`config.mk`:
```
export PLATFORM = sky130hd
export DESIGN_NAME = cobra_run_ctrl
export DESIGN_NICKNAME = d
export VERILOG_FILES = /design/src/rtl/cobra_ctrl_pkg.sv /design/src/rtl/cobra_req_edge.sv /design/src/rtl/cobra_run_ctrl.sv
export SDC_FILE = /design/constraint.sdc
export NUM_CORES = 1
export LEC_CHECK = 0
export ABC_AREA = 1
export CAP_MARGIN = 10
export CORE_MARGIN = 1
export CORE_UTILIZATION = 25
export DETAILED_ROUTE_END_ITERATION = 10
export GPL_ROUTABILITY_DRIVEN = 0
export PLACE_DENSITY_LB_ADDON = 0.08
export SLEW_MARGIN = 20
export SYNTH_ARGS = -nofsm -noshare
export SYNTH_HDL_FRONTEND = slang
export SYNTH_HIERARCHICAL = 1
export SYNTH_SLANG_ARGS = --single-unit
export TNS_END_PERCENT = 30
```
`constraint.sdc`:
```
create_clock -name clk_i -period 4.6 [get_ports clk_i]
set_input_delay 0.92 -clock clk_i [delete_from_list [all_inputs] [get_ports clk_i]]
set_output_delay 0.92 -clock clk_i [all_outputs]
set_load 0.05 [all_outputs]
```
`src/rtl/cobra_ctrl_pkg.sv`:
```
// CYBERcobra run controller: shared state encoding and request helpers.
// Optional cycle budget is enabled with COBRA_CYCLE_LIMIT_EN.
package cobra_ctrl_pkg;

   typedef enum logic [1:0] {
      RESET = 2'd0,
      IDLE  = 2'd1,
      RUN   = 2'd2,
      HALT  = 2'd3
   } run_state_t;

   localparam int REQ_W = 4;

   // Bit positions in the request vector; a higher index wins a tie.
   localparam int REQ_RUN  = 0;
   localparam int REQ_STEP = 1;
   localparam int REQ_HALT = 2;
   localparam int REQ_CLR  = 3;

   typedef logic [REQ_W-1:0] req_t;

   // Keep only the highest-priority request of those present.
   function automatic req_t req_pick(input req_t r);
      req_t p;
      p = '0;
      for (int i = 0; i < REQ_W; i++) begin
         if (r[i]) p = req_t'(1) << i;
      end
      return p;
   endfunction

endpackage

```
`src/rtl/cobra_req_edge.sv`:
```
// Request input register with rising-edge pulse output.
// Held levels produce a single pulse.
module cobra_req_edge (
   input  logic clk_i,
   input  logic rst_i,
   input  logic req_i,
   output logic pulse_o
);

   logic req_q;
   logic prev_q;

   // Register the raw request and remember its previous value.
   always_ff @(posedge clk_i or negedge rst_i) begin
      if (!rst_i) begin
         req_q  <= 1'b0;
         prev_q <= 1'b0;
      end else begin
         req_q  <= req_i;
         prev_q <= req_q;
      end
   end

   assign pulse_o = req_q & ~prev_q;

endmodule

```
`src/rtl/cobra_run_ctrl.sv`:
```
// Run/step/halt sequencer for the CYBERcobra core.
// Define COBRA_CYCLE_LIMIT_EN to halt after MAX_CYCLES enabled cycles.
module cobra_run_ctrl
   import cobra_ctrl_pkg::*;
#(
   parameter int unsigned PC_W       = 32,
   parameter int unsigned CNT_W      = 32,
   parameter int unsigned MAX_CYCLES = 10000
) (
   input  logic             clk_i,
   input  logic             rst_i,
   input  logic             run_i,
   input  logic             step_i,
   input  logic             halt_i,
   input  logic             clr_i,
   input  logic             bp_en_i,
   input  logic [PC_W-1:0]  bp_addr_i,
   input  logic [PC_W-1:0]  pc_i,
   input  logic [31:0]      core_out_i,
   output logic             cpu_en_o,
   output logic             cpu_rst_o,
   output logic [1:0]       state_o,
   output logic             halted_o,
   output logic [CNT_W-1:0] cycle_cnt_o,
   output logic [31:0]      out_latch_o
);

   run_state_t       state_q, state_d;
   logic             step_q, step_d;
   logic             skip_q, skip_d;
   logic [CNT_W-1:0] cnt_q, cnt_d;
   logic [31:0]      lat_q, lat_d;

   req_t             req;
   req_t             avail;
   req_t             sel;
   logic             bp_hit;
   logic             lim_hit;
   logic             stop;
   logic             en;

   cobra_req_edge u_run (
      .clk_i   (clk_i),
      .rst_i   (rst_i),
      .req_i   (run_i),
      .pulse_o (req[REQ_RUN])
   );

   cobra_req_edge u_step (
      .clk_i   (clk_i),
      .rst_i   (rst_i),
      .req_i   (step_i),
      .pulse_o (req[REQ_STEP])
   );

   cobra_req_edge u_halt (
      .clk_i   (clk_i),
      .rst_i   (rst_i),
      .req_i   (halt_i),
      .pulse_o (req[REQ_HALT])
   );

   cobra_req_edge u_clr (
      .clk_i   (clk_i),
      .rst_i   (rst_i),
      .req_i   (clr_i),
      .pulse_o (req[REQ_CLR])
   );

`ifdef COBRA_CYCLE_LIMIT_EN
   assign lim_hit = (cnt_q >= CNT_W'(MAX_CYCLES));
`else
   assign lim_hit = 1'b0;
`endif

   // The first enabled cycle after leaving HALT ignores the breakpoint.
   assign bp_hit = bp_en_i && (pc_i == bp_addr_i) && !skip_q;

   // Next-state, core enable, counter and latch updates.
   always_comb begin
      state_d = state_q;
      step_d  = 1'b0;
      skip_d  = skip_q;
      cnt_d   = cnt_q;
      lat_d   = lat_q;
      avail   = '0;
      stop    = 1'b0;
      en      = 1'b0;

      unique case (state_q)
         RESET: begin
            state_d = IDLE;
            skip_d  = 1'b0;
            cnt_d   = '0;
            lat_d   = '0;
         end
         IDLE: begin
            avail[REQ_CLR]  = 1'b1;
            avail[REQ_STEP] = 1'b1;
            avail[REQ_RUN]  = 1'b1;
         end
         RUN: begin
            avail[REQ_CLR]  = 1'b1;
            avail[REQ_HALT] = 1'b1;
         end
         HALT: begin
            avail[REQ_CLR]  = 1'b1;
            avail[REQ_STEP] = 1'b1;
            avail[REQ_RUN]  = !lim_hit;
         end
      endcase

      sel = req_pick(req & avail);

      unique case (1'b1)
         sel[REQ_CLR]:  state_d = RESET;
         sel[REQ_HALT]: state_d = HALT;
         sel[REQ_STEP]: step_d  = 1'b1;
         sel[REQ_RUN]: begin
            state_d = RUN;
            skip_d  = (state_q == HALT);
         end
         default: ;
      endcase

      if (state_q == RUN) begin
         stop = (sel != '0) || bp_hit || lim_hit;
         if (sel == '0 && (bp_hit || lim_hit)) state_d = HALT;
      end

      en = ((state_q == RUN) && !stop) || step_q;

      if (en) begin
         if (cnt_q != '1) cnt_d = cnt_q + CNT_W'(1);
         if (state_q == RUN) skip_d = 1'b0;
      end

      if (state_q == RUN && state_d == HALT) lat_d = core_out_i;
      if (state_q == HALT && step_q) lat_d = core_out_i;

      if (sel[REQ_CLR]) begin
         cnt_d  = '0;
         lat_d  = '0;
         skip_d = 1'b0;
      end
   end

   // Controller state registers.
   always_ff @(posedge clk_i or negedge rst_i) begin
      if (!rst_i) begin
         state_q <= RESET;
         step_q  <= 1'b0;
         skip_q  <= 1'b0;
         cnt_q   <= '0;
         lat_q   <= '0;
      end else begin
         state_q <= state_d;
         step_q  <= step_d;
         skip_q  <= skip_d;
         cnt_q   <= cnt_d;
         lat_q   <= lat_d;
      end
   end

   assign cpu_en_o    = en;
   assign cpu_rst_o   = (state_q == RESET);
   assign state_o     = state_q;
   assign halted_o    = (state_q == HALT);
   assign cycle_cnt_o = cnt_q;
   assign out_latch_o = lat_q;

endmodule

```
==> metrics.txt <==
outcome=finished clean; Setup Crit Path Kind=input port to output pin; CTS max path bufs=2; Leak Pwr=3.68 nW; Async S/R FF share, synth=1.00; clk_lat worst skew=0.34 ns; Ports=172; post-cts resize count=0; most frequent cell after synthesis=nand2_1; Seq/Total Area, Yosys=0.359; WP data arrival=3.12 ns; TNS Setup=0 ns; minimum clock period=between 4 and 5 ns; Least-Margin Pin Slew=slightly below 0.9 ns; endpoints failing setup=0; Synth top cells by count=nand2_1 (303), nor2_1 (138), inv_1 (108); cell chain of the critical path=clkdlybuf4s50_1, inv_1, nand2_1, nand2_1, nor2_1, nand2_1, nor2_1, nand2_1, nor2_2, nand2_1, nand2_4, nand2_4, clkdlybuf4s50_1; Critical Path Most Common Cell=nand2_1; final WL=17200 um; syn avg cell area=just over 6 um^2; cells after synthesis=851; # hold bufs at CTS=0; Yosys warning count=6; worst relative slew slack=0.413; starting density of the core=0.259; final period utilization=0.877; clock skew=about 0.0054 ns; Place WS=about 0.54 ns; top post-synthesis cells by area=dfrtp_1 (36%), nand2_1 (21%), nor2_1 (9.8%); detailed placement HPWL=12400 um; Worst path max stage delay=0.71 ns; Clock Tree Root=clkbuf_16; share of post-route cells with drive strength above 1=0.0446; IO Port Bufs=171; Peak supply drop=0.219 mV; #FFs+latches synth=76; clock tree sinks=between 70 and 80; antenna-violating nets left=0; largest fanout on the critical path=18; grt total ovfl=0; row cnt=52; CTS tree=built; die span in x=roughly 150 um; Final #Nets=between 1000 and 1500; slowest CP cell=clkdlybuf4s50_1; Synth Cell Area=5300 um^2; drt wl/cell=13.5 um; Yosys top cell area share=0.359; Core Box Area=about 20000 um^2; number of global-route vias before repair=roughly 5400; Max-Cap Viols=0; Syn Nets=955; 1st-iter DRT viols=168; pwr/cell area=537 nW/um^2; Fillers=2251; largest net degree at the start of global routing=55; startpoint types=input port; Total GRT Usage=0.166; worst setup margin=0.564 ns; H-tree levels=3; DR vias=about 5500; Netlist cell types=25; max frequency=248 MHz; Vias/cell=4.28; number of diodes=0; Die Ht=148 um; Hold Vio Cnt, Final=0; RSZ-0062 raised after global routing=false; # DRC=0; first-pass GRT wire length=28400 um; CP endpoint kind=output pin; Max Transition Viols Final=0; Synth area leader=dfrtp_1; Clk pin slew, worst setup/hold paths=0.06 ns; Post-CTS Setup Repair Bufs=0; number of synthesized flops with an enable pin=0; HP Class=register to register; Initial DRT Pass Iterations=4; Area growth syn-to-layout=42.1%; number of CTS-inserted buffers=9; die area=around 22000 um^2; ys flop type=dfrtp_1; Worst Path Required=3.68 ns; initial antenna violation count=0
[placed cells by master (no fill, tap or decap), types with 7 or more instances in the layout]
| cell | instances |
|---|---|
| nor3_1 | 17 |
| clkdlybuf4s50_1 | 170 |
| nand4_1 | 37 |
| nand3_1 | 30 |
| xor2_1 | 18 |
| dfrtp_1 | 76 |
| inv_1 | 108 |
| o21ai_1 | 15 |
| buf_4 | 7 |
| nor2_2 | 9 |
| o21ai_0 | 29 |
| clkbuf_16 | 9 |
| nand2_1 | 303 |
| xnor2_1 | 11 |
| nor2_1 | 137 |
[layout make-up]
| cell class | count | area (um^2) | area share |
|---|---|---|---|
| Inverter | 114 | 428 | 0.0568 |
| Timing Repair Buffer | 177 | 1750 | 0.233 |
| Clock buffer | 9 | 225 | 0.0299 |
| Sequential cell | 76 | 1900 | 0.252 |
| Tap cell | 270 | 338 | 0.0449 |
| Multi-Input combinational cell | 626 | 2800 | 0.371 |
| Clock inverter | 6 | 90.1 | 0.0120 |
[metal layers]
layer	wire length [um]	track usage	vias up
met4	91	0.0216	0
met1	7940	0.209	2439
met5	0	0	-
met3	1210	0.0614	8
li1	-	-	2925
met2	7960	0.274	104
[critical path: cells and delay by family]
family | cells | cell delay, ns
and+or+nand+nor | 10 | 0.96
buffers and inverters | 3 | 1.25
[cells by family after synthesis]
family	synth area share
flip-flops	0.359
AND/OR/NAND/NOR	0.426
buffers and inverters	0.115
adder cells (fa/ha/maj)	0.00236
XOR/XNOR	0.0479
AO/OA/AOI/OAI	0.0498
[power breakdown]
group | leakage [nW] | switching (mW) | internal, mW | total [mW]
combinational | 2.53 | 1.47 | 0.716 | 2.19
sequential | 1.00 | 0.223 | 0.866 | 1.09
clock | 0.151 | 0.300 | 0.473 | 0.773
[per-stage QoR]
step	utilization	power [mW]	hold slack, ns	area (um^2)	instances
after floorplan	-	2.54	0.354	5300	851
after global placement	0.352	3.30	0.363	7220	1263
after detailed placement	0.352	3.30	0.358	7220	1263
after CTS	0.368	4.11	0.372	7530	1278
after global routing	0.368	4.35	0.388	7530	1278
final	0.368	4.05	0.371	7530	1278
[path summary, 6_finish.rpt]
| check | startpoint | to | slack, ns | cells after the start |
|---|---|---|---|---|
| worst max-delay path | bp_addr_i[30] | cpu_en_o | 0.56 | 13 |
| worst min-delay path | u_clr/req_q | u_clr/prev_q | 0.37 | 0 |
| worst max register to register | cycle_cnt_o[0] | cycle_cnt_o[15] | 1.63 | 12 |
| worst min register to register | u_clr/req_q | u_clr/prev_q | 0.37 | 0 |
| max in group asynchronous | rst_i | out_latch_o[0] | 3.15 | 2 |
| min in group asynchronous | rst_i | cycle_cnt_o[6] | 0.63 | 1 |
Note: power is estimated with default switching activity, not from simulation.
